--- src/rtl/counter_arbiter.sv ---
`default_nettype none
// ============================================================================
//  Module   : counter_arbiter
//  Purpose  : Round-robin req/gnt arbiter sharing one up/down counter among N
//             requesters. Refuses ops that would wrap the count.
//             Optional lock input enabled by defining COUNTER_ARB_LOCK_EN.
//  Revision : 1.0  initial release
// ============================================================================
module counter_arbiter #(
    parameter int N = 4,
    parameter int W = 4
) (
    input  logic             clk,
    input  logic             rst,
    input  logic [N-1:0]     req_i,
    input  logic [2*N-1:0]   op_i,
    input  logic [W-1:0]     count_in_i,
`ifdef COUNTER_ARB_LOCK_EN
    input  logic [N-1:0]     lock_i,
`endif
    output logic [1:0]       ctrl_o,
    output logic [N-1:0]     gnt_o,
    output logic [N-1:0]     rej_o,
    output logic             busy_o
);

    localparam int IW = $clog2(N);

    localparam logic [1:0] C_OP_HOLD = 2'b00;
    localparam logic [1:0] C_OP_INC  = 2'b01;
    localparam logic [1:0] C_OP_DEC  = 2'b10;

    typedef enum logic [1:0] {
        S_IDLE   = 2'd0,
        S_ISSUE  = 2'd1,
        S_SETTLE = 2'd2
    } state_t;

    state_t          state_q;
    logic [IW-1:0]   ptr_q;
    logic [IW-1:0]   win_q;
    logic [1:0]      ctrl_q;
    logic [N-1:0]    gnt_q;
    logic [N-1:0]    rej_q;
    logic            busy_q;

    logic [IW-1:0]   w_win;
    logic            w_found;
    logic [IW:0]     w_idx;
    logic [1:0]      w_op;
    logic            w_refuse;
    logic [N-1:0]    w_onehot;
    logic [IW-1:0]   w_ptr_next;

    // First requester at or after ptr, scanning upward modulo N.
    always_comb begin
        w_win   = ptr_q;
        w_found = 1'b0;
        w_idx   = '0;
        for (int k = 0; k < N; k++) begin
            w_idx = {1'b0, ptr_q} + (IW+1)'(k);
            if (w_idx >= (IW+1)'(N)) begin
                w_idx = w_idx - (IW+1)'(N);
            end
            if (!w_found && req_i[w_idx[IW-1:0]]) begin
                w_win   = w_idx[IW-1:0];
                w_found = 1'b1;
            end
        end
    end

    assign w_op       = op_i[{w_win, 1'b0} +: 2];
    assign w_refuse   = ((w_op == C_OP_INC) && (count_in_i == {W{1'b1}})) ||
                        ((w_op == C_OP_DEC) && (count_in_i == '0));
    assign w_onehot   = {{(N-1){1'b0}}, 1'b1} << w_win;
    assign w_ptr_next = (win_q == IW'(N-1)) ? '0 : win_q + 1'b1;

    always_ff @(posedge clk) begin
        if (rst) begin
            state_q <= S_IDLE;
            ptr_q   <= '0;
            win_q   <= '0;
            ctrl_q  <= C_OP_HOLD;
            gnt_q   <= '0;
            rej_q   <= '0;
            busy_q  <= 1'b0;
        end else begin
            case (state_q)
                S_IDLE: begin
                    ctrl_q <= C_OP_HOLD;
                    gnt_q  <= '0;
                    rej_q  <= '0;
                    busy_q <= 1'b0;
                    if (w_found) begin
                        win_q   <= w_win;
                        busy_q  <= 1'b1;
                        state_q <= S_ISSUE;
                        // Outputs are registered, so the ISSUE response is loaded here.
                        if (w_refuse) begin
                            rej_q <= w_onehot;
                        end else begin
                            ctrl_q <= w_op;
                            gnt_q  <= w_onehot;
                        end
                    end
                end
                S_ISSUE: begin
                    ctrl_q  <= C_OP_HOLD;
                    gnt_q   <= '0;
                    rej_q   <= '0;
                    ptr_q   <= w_ptr_next;
                    state_q <= S_SETTLE;
                end
                S_SETTLE: begin
                    busy_q  <= 1'b0;
                    state_q <= S_IDLE;
`ifdef COUNTER_ARB_LOCK_EN
                    if (lock_i[win_q]) begin
                        ptr_q <= win_q;
                    end
`endif
                end
                default: begin
                    ctrl_q  <= C_OP_HOLD;
                    gnt_q   <= '0;
                    rej_q   <= '0;
                    busy_q  <= 1'b0;
                    state_q <= S_IDLE;
                end
            endcase
        end
    end

    assign ctrl_o = ctrl_q;
    assign gnt_o  = gnt_q;
    assign rej_o  = rej_q;
    assign busy_o = busy_q;

endmodule
`default_nettype wire

--- config.mk ---
export PLATFORM = sky130hd
export DESIGN_NAME = counter_arbiter
export DESIGN_NICKNAME = d
export VERILOG_FILES = /design/src/rtl/counter_arbiter.sv
export SDC_FILE = /design/constraint.sdc
export NUM_CORES = 1
export LEC_CHECK = 0
export ABC_CLOCK_PERIOD_IN_PS = 2300
export BUFFER_PORTS_ARGS = -buffer_cell sky130_fd_sc_hd__buf_2
export CAP_MARGIN = 20
export CORE_ASPECT_RATIO = 0.7
export CORE_MARGIN = 1.5
export CORE_UTILIZATION = 41
export DETAILED_ROUTE_END_ITERATION = 8
export GPL_ROUTABILITY_DRIVEN = 0
export PLACE_DENSITY_LB_ADDON = 0.2
export SETUP_SLACK_MARGIN = 0.02
export SLEW_MARGIN = 5
export SYNTH_ARGS = -nofsm -noshare
export SYNTH_HDL_FRONTEND = slang
export SYNTH_SLANG_ARGS = --single-unit
--- constraint.sdc ---
create_clock -name clk -period 2.3 [get_ports clk]
set_input_delay 0 -clock clk [delete_from_list [all_inputs] [get_ports clk]]
set_output_delay 0 -clock clk [all_outputs]
set_load 0.1 [all_outputs]
# Yosys cells after proc, flatten, opt, wreduce, memory -nomap -nowiden
# Index checks and enable logic that the tools add are counted.
[classes] shift=2 eq_ne=7 reduce_logical=12 muxes=34 addsub=8 magnitude_cmp=8
[op_table] cell="$mux 2" n=12
[op_table] cell="$mux 4" n=4
[op_table] cell="$pmux 4 s2" n=2
[op_table] cell="$lt 2x3->1 const B" n=4
[op_table] cell="$ge 3x3->1 const B" n=3
[op_table] cell="$mux 1" n=9
[op_table] cell="$bmux 1 s2" n=4
[op_table] cell="$pmux 2 s2" n=2
[op_table] cell="$shiftx 8x4->2" n=1
[op_table] cell="$sub 2x1->2 const B" n=4
[op_table] cell="$add 2x2->3 const B" n=2
[op_table] cell="$eq 2x2->1 const B" n=3
[op_table] cell="$logic_and 1x1->1" n=5
[op_table] cell="$eq 2x1->1 const B" n=2
[op_table] cell="$eq 4x4->1 const B" n=1
[op_table] cell="$logic_not 4->1" n=1
[op_table] cell="$shl 1x2->4 const A" n=1
[op_table] cell="$add 2x1->3 const B" n=1
[op_table] cell="$ge 2x3->1 const B" n=1
[op_table] cell="$logic_not 1->1" n=3
[op_table] cell="$add 2x1->2 const B" n=1
[op_table] cell="$logic_not 2->1" n=1
[op_table] cell="$ne 2x2->1 const B" n=1
[op_table] cell="$pmux 1 s2" n=1
[op_table] cell="2 further kinds" n=2
[totals] wordCells=78 ff_bits=17

# Depth between registers and ports, before layout
# Gate-level depths: netlist (run 1).
[logic_depth] depth_word=21 ltp_mapped=7

# Least setup slack after synthesis (run 1)
# OpenSTA, ideal clock, no wires.
[synth_path] kind="register to register" from="register ptr_q[1]" to="register gnt_q[0], in the netlist gnt_o[0]" synth_period_minus_slack_ps=2120 t_arrival_ps=2002 path_stages_with_launch=8 setup_slack_ps=180 path_buffers=0 setup_ps=119 required_time_ps=2181 cell_sequence="dfxtp_1 nor3_1 or4_4 and3_1 a211o_1 a21oi_2 a32oi_4 a32o_2"
[synth_via] elab_chain_len=21 word_cells_on_any_way=47 cone_classes="add/sub: 7; order compare: 4; eq/ne: 2; shift: 2; mux: 23; reduce/logical: 9"
[synth_lines] item="from (decl)" line_no="40" text="logic [IW-1:0] ptr_q;"
[synth_lines] item="from (signal assigned)" line_no="111" text="ptr_q <= w_ptr_next;"
[synth_lines] item="branches (longest 19 deep; another with $add 2x1->3)"
[synth_lines] item="$mux 4 *" line_no="94" text="if (w_found) begin"
[synth_lines] item="$pmux 4 s2 *" line_no="88" text="case (state_q)"
[synth_lines] item="to (signal assigned)" line_no="103" text="gnt_q <= w_onehot;"
[synth_lines] item="to (decl)" line_no="43" text="logic [N-1:0] gnt_q;"
# Mark *: on every way between the ends. The select of a mux whose other input is x is not followed.
# A chain may end at the register's enable or synchronous reset.

# Worst setup path after layout (run 1)
# Same ends and word-level chain as after synthesis.

==> results of run 1 <==
==> repair_timing <==
action                                  in CTS  in global routing
hold buffers                                 1                  0
gates resized for setup                      0                  2
buffers inserted                             0                  2
endpoints found under the setup margin       0                  5
hold endpoints to repair                     5                  0
==> Yosys cell counts, types with 3 or more instances <==
cell type and count:
dfxtp_1 17, nand2_1 13, nor2_1 12, o21ai_0 7, a21oi_1 5, nor3_1 4
a211o_1 3
==> sequential cells by signal, summed over array words and instances (netlist names) <==
| register | cells |
|---|---|
| ptr_q | 2 |
| gnt_o | 4 |
| busy_o | 1 |
| ctrl_o | 2 |
| rej_o | 4 |
| state_q | 2 |
| win_q | 2 |
==> cell type report <==
cell class,count,share of cell area
repair buffers,34,0.176
clock buffers,3,0.0211
flip-flops and latches,17,0.321
clock inverters,1,0.00703
inverters,1,0.00351
multi-input cells,75,0.446
well taps,22,0.0258
==> worst min-delay path, stage by stage <==
cell     delay [ps]
buf_2            80
or4_1           120
a21oi_2          50
o21ai_0         150
==> through the flow <==
stage / instances / setup WS [ps] / instance area, µm² / hold WS [ps]
floorplan: 94 / 180 / 825 / 296
global placement: 146 / 111 / 1010 / 294
detailed placement: 146 / 80.1 / 1010 / 293
CTS: 151 / 56.5 / 1050 / 144
global route: 153 / 32.5 / 1070 / 197
finish: 153 / 93.6 / 1070 / 154
==> where the power goes <==
part	switching (W)	leakage, nW	internal, W
clock	0.0000958	0.0139	0.0000661
combinational	0.000167	0.348	0.0000773
sequential	0.0000132	0.140	0.000316
total	0.000276	0.502	0.000459
==> final timing paths <==
| check | startpoint | to | slack, ps |
|---|---|---|---|
| max | ptr_q[1]$_SDFFE_PP0N_ | gnt_o[0]$_SDFFE_PP0P_ | 90 |
| min reg2reg | rej_o[3]$_SDFFE_PP0P_ | rej_o[3]$_SDFFE_PP0P_ | 450 |
| min | count_in_i[2] | ctrl_o[1]$_SDFFE_PP0P_ | 150 |
| max reg2reg | ptr_q[1]$_SDFFE_PP0N_ | gnt_o[0]$_SDFFE_PP0P_ | 90 |
==> cell families (layout without fill, tap and decap cells) <==
logic type	after synthesis	after routing	synth area share
adder cells (fa/ha/maj)	1	1	0.0152
flip-flops	17	17	0.413
AO/OA/AOI/OAI	28	28	0.272
AND/OR/NAND/NOR	44	44	0.267
multiplexers	2	2	0.0243
buffers and inverters	2	39	0.00910
==> routing by layer <==
layer	track usage	share of wire
met3	0.0613	0.068
met5	0	0
met4	0.0357	0.0043
met2	0.244	0.41
met1	0.227	0.52
==> summary.txt, run 1 <==
Finish
  – Fillers: 182
  – Ratio of cells with drive above 1 in the final layout: 0.382
  – Finished Core Util: 0.571
  – Commonest non-fill, non-tap cell in the layout: buf_2
  – Most frequent cells in the layout: buf_2, dfxtp_1, nand2_1
  – P&R area growth vs syn: 29.6%
  – Reg area: around 340 µm²
  – Area of the multi-input gates: ~480 µm²
  – Antenna cells: 0
  – Nets: 151

Floorplanning
  – # IOs: 29
  – Initial Util: 0.441
  – Placement Rows: 13
  – Die area: 0.00229 mm²
  – Die X: 56.6 µm
  – Core Area: around 0.0019 mm²
  – Chip height: 40.5 µm

Synth
  – Yosys reg bits: 17
  – Ys flop type: dfxtp_1
  – Net Count, Synth: between 100 and 150
  – Post-synth EDFFs: 0
  – Sequential area share after synthesis: 0.413
  – Post-Syn Area: slightly above 800 µm²
  – Synth area leaders: dfxtp_1, nand2_1, nor2_1
  – Cell count after synthesis: 94
  – Synth warnings: 0
  – Largest area contributor in the netlist: dfxtp_1
  – Share of synthesized registers carrying an async set or reset: 0
  – Avg Cell Area, Syn: a little under 9 µm²
  – Post-synthesis cell type count: 32
  – Area fraction of the dominant cell type after synthesis: 0.413

Setup path
  – Critical Path Sink Type: register
  – Critical path's slowest cell: or4_4
  – CP Max Fanout: 8
  – Critical path buffer and inverter count: 0
  – WS Path Type: reg2reg
  – Critical path data required time: about 2500 ps
  – Critical path depth: 7
  – Critical Path AT: ~2400 ps
  – CP cell instances: and3b_1 -> or4_4 -> and3_1 -> a211o_1 -> a21oi_2 -> a32oi_4 -> a32o_2
  – Worst r2r path cells: 7
  – CP startpoint kind: register
  – Slowest Stage Delay on Critical Path: 440 ps
  – Top cell family by delay on the critical path: compound AO/OA/AOI/OAI gates

Routing
  – Wire per inst: between 10 and 15 µm
  – Via count: around 830
  – Drt first pass iters: 4
  – DRT iter0 DRCs: 15
  – DRC: 0
  – Vias per inst: approximately 5.4
  – Final wirelength: between 1500 and 2000 µm
  – Antenna Nets Post-Route: 0

Power
  – Lkg Pwr: 0.502 nW
  – Total Power: around 0.00074 W
  – Peak VDD IR: approximately 470 µV
  – Pwr Density: roughly 700 mW/mm²

GRT
  – Pin count of the biggest net entering global routing: 12
  – GR Overflow Total: 0
  – Initial antenna violation count: 0
  – Overall routing resource usage: 0.164
  – First-pass GRT wire length: about 2800 µm
  – Vias in the first global route: 636

STA
  – Final hold vios: 0
  – Max-slew violation count: 0
  – Setup Skew: ~7 ps
  – Worst Max-Slew Pin Slew: roughly 480 ps
  – Crit path time final: 2210 ps
  – Fin Setup TNS: 0 ps
  – Setup violators final: 0
  – Final period util: 0.959
  – RSZ-0062 raised after global routing: false
  – Max transition margin: 0.678
  – FMAX: about 450 MHz

Clock tree
  – H-tree Lvls: 1
  – Worst-path clk slew: 110 ps
  – CTS Root Cell: clkbuf_4
  – Clk Latency, worst-skew pair: around 290 ps
  – CTS tree: yes
  – Cts bufs inserted: 3
  – Sink Count: 17
  – Max clock buf depth: 2

Worst hold path
  – Hold WC Path Type: in2reg
  – Hold depth: 4

Placement
  – IO Port Bufs: 28
  – HPWL Detailed: 1420 µm

Run
  – Max Cap Viol: 0

Status
  – Outcome: finished clean
Note: power is estimated with default switching activity, not from simulation.
==> run 2, diff against run 1 <==
- RECOVER_POWER: unset -> 50
- SETUP_SLACK_MARGIN: 0.02 -> 0.5
==> summary.txt, run 2 (synthesized netlist as in run 1, its figures left out) <==
Status
  – Outcome: finished clean

Power
  – Total Power: approximately 0.00073 W
  – Lkg Pwr: 0.475 nW
  – Peak VDD IR: 378 µV
  – Pwr Density: 680 mW/mm²

Floorplanning
  – Chip height: a little over 40 µm
  – Initial Util: 0.441
  – Die area: around 0.0023 mm²
  – # IOs: 29
  – Die X: roughly 57 µm
  – Core Area: around 0.0019 mm²
  – Placement Rows: 13

STA
  – Final hold vios: 0
  – FMAX: between 400 and 500 MHz
  – Setup Skew: 9.52 ps
  – Setup violators final: 0
  – Worst Max-Slew Pin Slew: 1170 ps
  – Final period util: 0.970
  – RSZ-0062 raised after global routing: true
  – Max-slew violation count: 0
  – Crit path time final: 2230 ps
  – Max transition margin: 0.226
  – Fin Setup TNS: 0 ps

Setup path
  – WS Path Type: reg2reg
  – Top cell family by delay on the critical path: compound AO/OA/AOI/OAI gates
  – CP Max Fanout: 8
  – Origin of the critical flop-to-flop path: ptr_q[1]$_SDFFE_PP0N_
  – Reg2reg setup slack: about 68 ps
  – Critical path buffer and inverter count: 0
  – Critical path depth: 7
  – Slowest Stage Delay on Critical Path: between 400 and 500 ps
  – Critical path endpoint: gnt_o[2]$_SDFFE_PP0P_
  – Critical Path Sink Type: register
  – Critical Path AT: approximately 2400 ps
  – Critical path's slowest cell: or4_4
  – Worst r2r path cells: 7
  – Critical path data required time: ~2500 ps
  – CP cell instances: and3b_1 -> or4_4 -> and3_4 -> a211o_1 -> a21oi_2 -> a32oi_4 -> a32o_2
  – CP startpoint kind: register
  – R2R Path End: gnt_o[2]$_SDFFE_PP0P_
  – Critical path startpoint: ptr_q[1]$_SDFFE_PP0N_

Clock tree
  – H-tree Lvls: 1
  – Max clock buf depth: 2
  – CTS Root Cell: clkbuf_4
  – Sink Count: 17
  – CTS tree: yes
  – Worst-path clk slew: approximately 100 ps
  – Cts bufs inserted: 3
  – Clk Latency, worst-skew pair: about 290 ps

Routing
  – DRC: 0
  – Wire per inst: between 10 and 15 µm
  – Via count: 859
  – Drt first pass iters: 4
  – Vias per inst: ~5.5
  – DRT iter0 DRCs: 25
  – Antenna Nets Post-Route: 0
  – Final wirelength: around 2200 µm

Finish
  – Post-route insts no fill: about 160
  – P&R area growth vs syn: 31.1%
  – Commonest non-fill, non-tap cell in the layout: buf_2
  – Finished Core Util: 0.578
  – Most frequent cells in the layout: buf_2, dfxtp_1, nand2_1
  – Antenna cells: 0
  – Ratio of cells with drive above 1 in the final layout: 0.323
  – Nets: 153
  – Final Cell Area: between 0.001 and 0.0015 mm²

GRT
  – Initial antenna violation count: 0
  – Pin count of the biggest net entering global routing: 11
  – Overall routing resource usage: 0.196
  – GR Overflow Total: 0
  – Vias in the first global route: roughly 740
  – First-pass GRT wire length: around 3300 µm

Placement
  – Area post-placement: around 0.001 mm²
  – Placed insts: 145
  – HPWL Detailed: 1570 µm
  – IO Port Bufs: 28

Run
  – Max Cap Viol: 0

Worst hold path
  – Hold WC Path Type: in2reg
  – Hold path start: count_in_i[1]
## run 2: worst register-to-register path, delay by kind of cell (launching register included)
family             cells  cell delay (ps)
and+or+nand+nor        3              840
AOI/OAI and AO/OA      4              930
DFF                    1              360
## run 2: what timing repair did
action / 4_1_cts / 5_1_grt
endpoints found under the setup margin: 10 / 10
setup buffers: 4 / 1
resized for setup: 4 / 2
pin swaps: 5 / 2
hold buffers: 1 / 0
hold endpoints to repair: 4 / 0
## run 2: power breakdown
group	total (W)	internal, W	leakage [nW]	switching (W)
registers	0.000328	0.000315	0.140	0.0000131
logic	0.000249	0.0000749	0.320	0.000174
clock network	0.000157	0.0000674	0.0150	0.0000896
total	0.000735	0.000458	0.475	0.000277
## run 2: metrics by stage
stage	worst slack [ps]	hold WS, ps
CTS	98.6	107
floorplan	226	296
global route	22.5	119
global placement	153	292
detailed placement	64.6	295
finish	68.4	105
## run 2: worst min path at each step
stage | endpoint | slack, ps | depth (start not counted)
2_1_floorplan | ctrl_o[1]$_SDFFE_PP0P_ | 300 | 3
3_3_place_gp | ptr_q[1]$_SDFFE_PP0N_ | 290 | 2
3_5_place_dp | ptr_q[1]$_SDFFE_PP0N_ | 300 | 2
4_1_cts | ctrl_o[1]$_SDFFE_PP0P_ | 110 | 4
5_1_grt | ctrl_o[1]$_SDFFE_PP0P_ | 120 | 4
6_report | ctrl_o[1]$_SDFFE_PP0P_ | 110 | 4
## run 2: cell type report
cell class / instances / area (µm²)
flip-flops and latches: 17 / 345
fillers: 186 / 790
clock buffers: 4 / 26.3
well taps: 22 / 27.5
repair buffers: 36 / 190
inverters: 1 / 3.75
multi-input cells: 75 / 488
## run 2: routing by layer
layer | global-route usage | part of all wire | vias to the layer above | routed length, µm
met3 | 0.0613 | 0.067 | 2 | 145
met1 | 0.249 | 0.48 | 393 | 1050
met4 | 0.0595 | 0.0046 | 0 | 10
met5 | 0 | 0 | - | 0
li1 | - | - | 427 | -
met2 | 0.328 | 0.45 | 37 | 970
==> run 3, diff against run 2 <==
--- a/config.mk
+++ b/config.mk
@@ -14,4 +14,5 @@
 export DETAILED_ROUTE_END_ITERATION = 8
 export GPL_ROUTABILITY_DRIVEN = 0
+export GPL_TIMING_DRIVEN = 1
 export PLACE_DENSITY_LB_ADDON = 0.2
 export RECOVER_POWER = 50
==> constraint.sdc (replaced) <==
create_clock -name clk -period 2.3 [get_ports clk]
set_input_delay 0.115 -clock clk [delete_from_list [all_inputs] [get_ports clk]]
set_output_delay 0.115 -clock clk [all_outputs]
set_load 0.1 [all_outputs]
==> summary.txt, run 3 (synthesized netlist as in run 1, its figures left out) <==
Setup path
  – Worst r2r path cells: 7
  – Critical path's slowest cell: or4_4
  – Critical path buffer and inverter count: 0
  – Critical Path AT: between 2000 and 2500 ps
  – Reg2reg setup slack: between 70 and 80 ps
  – CP Max Fanout: 8
  – Critical path data required time: between 2000 and 2500 ps
  – WS Path Type: reg2reg
  – Top cell family by delay on the critical path: compound AO/OA/AOI/OAI gates
  – Slowest Stage Delay on Critical Path: ~440 ps
  – Critical path depth: 7
  – Critical Path Sink Type: register
  – CP startpoint kind: register
  – CP cell instances: and3b_1 -> or4_4 -> and3_4 -> a211o_1 -> a21oi_2 -> a32oi_4 -> a32o_2

Finish
  – Commonest non-fill, non-tap cell in the layout: buf_2
  – Antenna cells: 0
  – Post-route insts no fill: approximately 150
  – Finished Core Util: 0.573
  – Ratio of cells with drive above 1 in the final layout: 0.333
  – P&R area growth vs syn: 30.0%
  – Nets: 152
  – Most frequent cells in the layout: buf_2, dfxtp_1, nand2_1

Floorplanning
  – Placement Rows: 13
  – Chip height: ~41 µm
  – # IOs: 29
  – Die area: 0.00229 mm²
  – Die X: approximately 57 µm
  – Core Area: ~0.0019 mm²
  – Initial Util: 0.441

Clock tree
  – H-tree Lvls: 1
  – Hold buffers post-CTS: 0
  – Worst-path clk slew: 100 ps
  – CTS Root Cell: clkbuf_4
  – Cts bufs inserted: 3
  – Clk Latency, worst-skew pair: 290 ps
  – Max clock buf depth: 2
  – CTS tree: yes
  – Sink Count: 17

STA
  – Fin Setup TNS: 0 ps
  – Crit path time final: between 2000 and 2500 ps
  – Final hold vios: 0
  – Final worst setup slack: 72.5 ps
  – RSZ-0062 raised after global routing: true
  – Final period util: 0.968
  – Setup Skew: between 9 and 10 ps
  – Max-slew violation count: 0
  – Setup violators final: 0
  – Worst Max-Slew Pin Slew: 1170 ps
  – FMAX: roughly 450 MHz
  – Max transition margin: 0.226
  – Final hold slack: just under 100 ps

Placement
  – HPWL Detailed: about 1600 µm
  – Place WS: ~65 ps
  – Placed insts: between 100 and 150
  – IO Port Bufs: 28

Worst hold path
  – Hold depth: 2
  – Hold WC Path Type: in2reg

GRT
  – Initial antenna violation count: 0
  – GR Overflow Total: 0
  – First-pass GRT wire length: around 3300 µm
  – Vias in the first global route: 729
  – Pin count of the biggest net entering global routing: 11
  – Overall routing resource usage: 0.194

Routing
  – DRT iter0 DRCs: 35
  – DRC: 0
  – Antenna Nets Post-Route: 0
  – Final wirelength: ~2100 µm
  – Via count: ~860
  – Vias per inst: about 5.6
  – Wire per inst: approximately 14 µm
  – Drt first pass iters: 4

Run
  – Max Cap Viol: 0

Power
  – Peak VDD IR: between 300 and 400 µV
  – Pwr Density: roughly 680 mW/mm²
  – Lkg Pwr: 0.475 nW

Status
  – Outcome: finished clean
-- run 3: changes by cell type in the layout (fill, tap and decap cells not counted), sizes merged --
cell / previous run / this run
clkbuf: 14 / 13
buf: 25 / 26
dlygate4sd3: 1 / 0
-- run 3: area by class of cell --
class                           instances  area, µm²
Inverter                                1       3.75
Tap cell                               22       27.5
Sequential cell                        17        345
Multi-Input combinational cell         75        488
Fill cell                             185        798
Clock buffer                            4       26.3
Timing Repair Buffer                   35        181
-- run 3: metal layers --
metal / vias up / wire length (µm) / track usage / part of all wire
met5: - / 0 / 0 / 0
met4: 0 / 18 / 0.0595 / 0.0084
met3: 4 / 136 / 0.0613 / 0.064
met2: 32 / 925 / 0.323 / 0.43
met1: 396 / 1050 / 0.247 / 0.49
li1: 425 / - / - / -
-- run 3: timing repair --
action,CTS,global route
endpoints found under the setup margin,10,10
resized for setup,4,2
pin swaps,5,2
buffers inserted,4,1
-- run 3: worst register-to-register path: stages (launching register included) --
cell and delay, ps:
dfxtp_4 360, and3b_1 200, or4_4 440, and3_4 190, a211o_1 260, a21oi_2 220
a32oi_4 180, a32o_2 280
-- run 3: stage by stage --
stage / instance area (µm²) / total power [W]
3_5_place_dp: 1000 / 0.000572
2_1_floorplan: 826 / 0.000515
6_report: 1070 / 0.000733
5_1_grt: 1070 / 0.000769
3_3_place_gp: 1000 / 0.000567
4_1_cts: 1070 / 0.000739
-- run 3: report_power, final --
part | switching, W | total (W) | internal, W | leakage (nW)
Sequential | 0.0000130 | 0.000328 | 0.000315 | 0.140
Combinational | 0.000174 | 0.000248 | 0.0000738 | 0.320
Clock | 0.0000898 | 0.000157 | 0.0000674 | 0.0150
-- run 3: path summary, 6_finish.rpt --
check / endpoint / startpoint
hold reg to reg: ctrl_o[1]$_SDFFE_PP0P_ / ctrl_o[1]$_SDFFE_PP0P_
setup reg to reg: gnt_o[2]$_SDFFE_PP0P_ / ptr_q[1]$_SDFFE_PP0N_
setup / recovery: gnt_o[2]$_SDFFE_PP0P_ / ptr_q[1]$_SDFFE_PP0N_
hold / removal: ptr_q[0]$_SDFFE_PP0N_ / rst
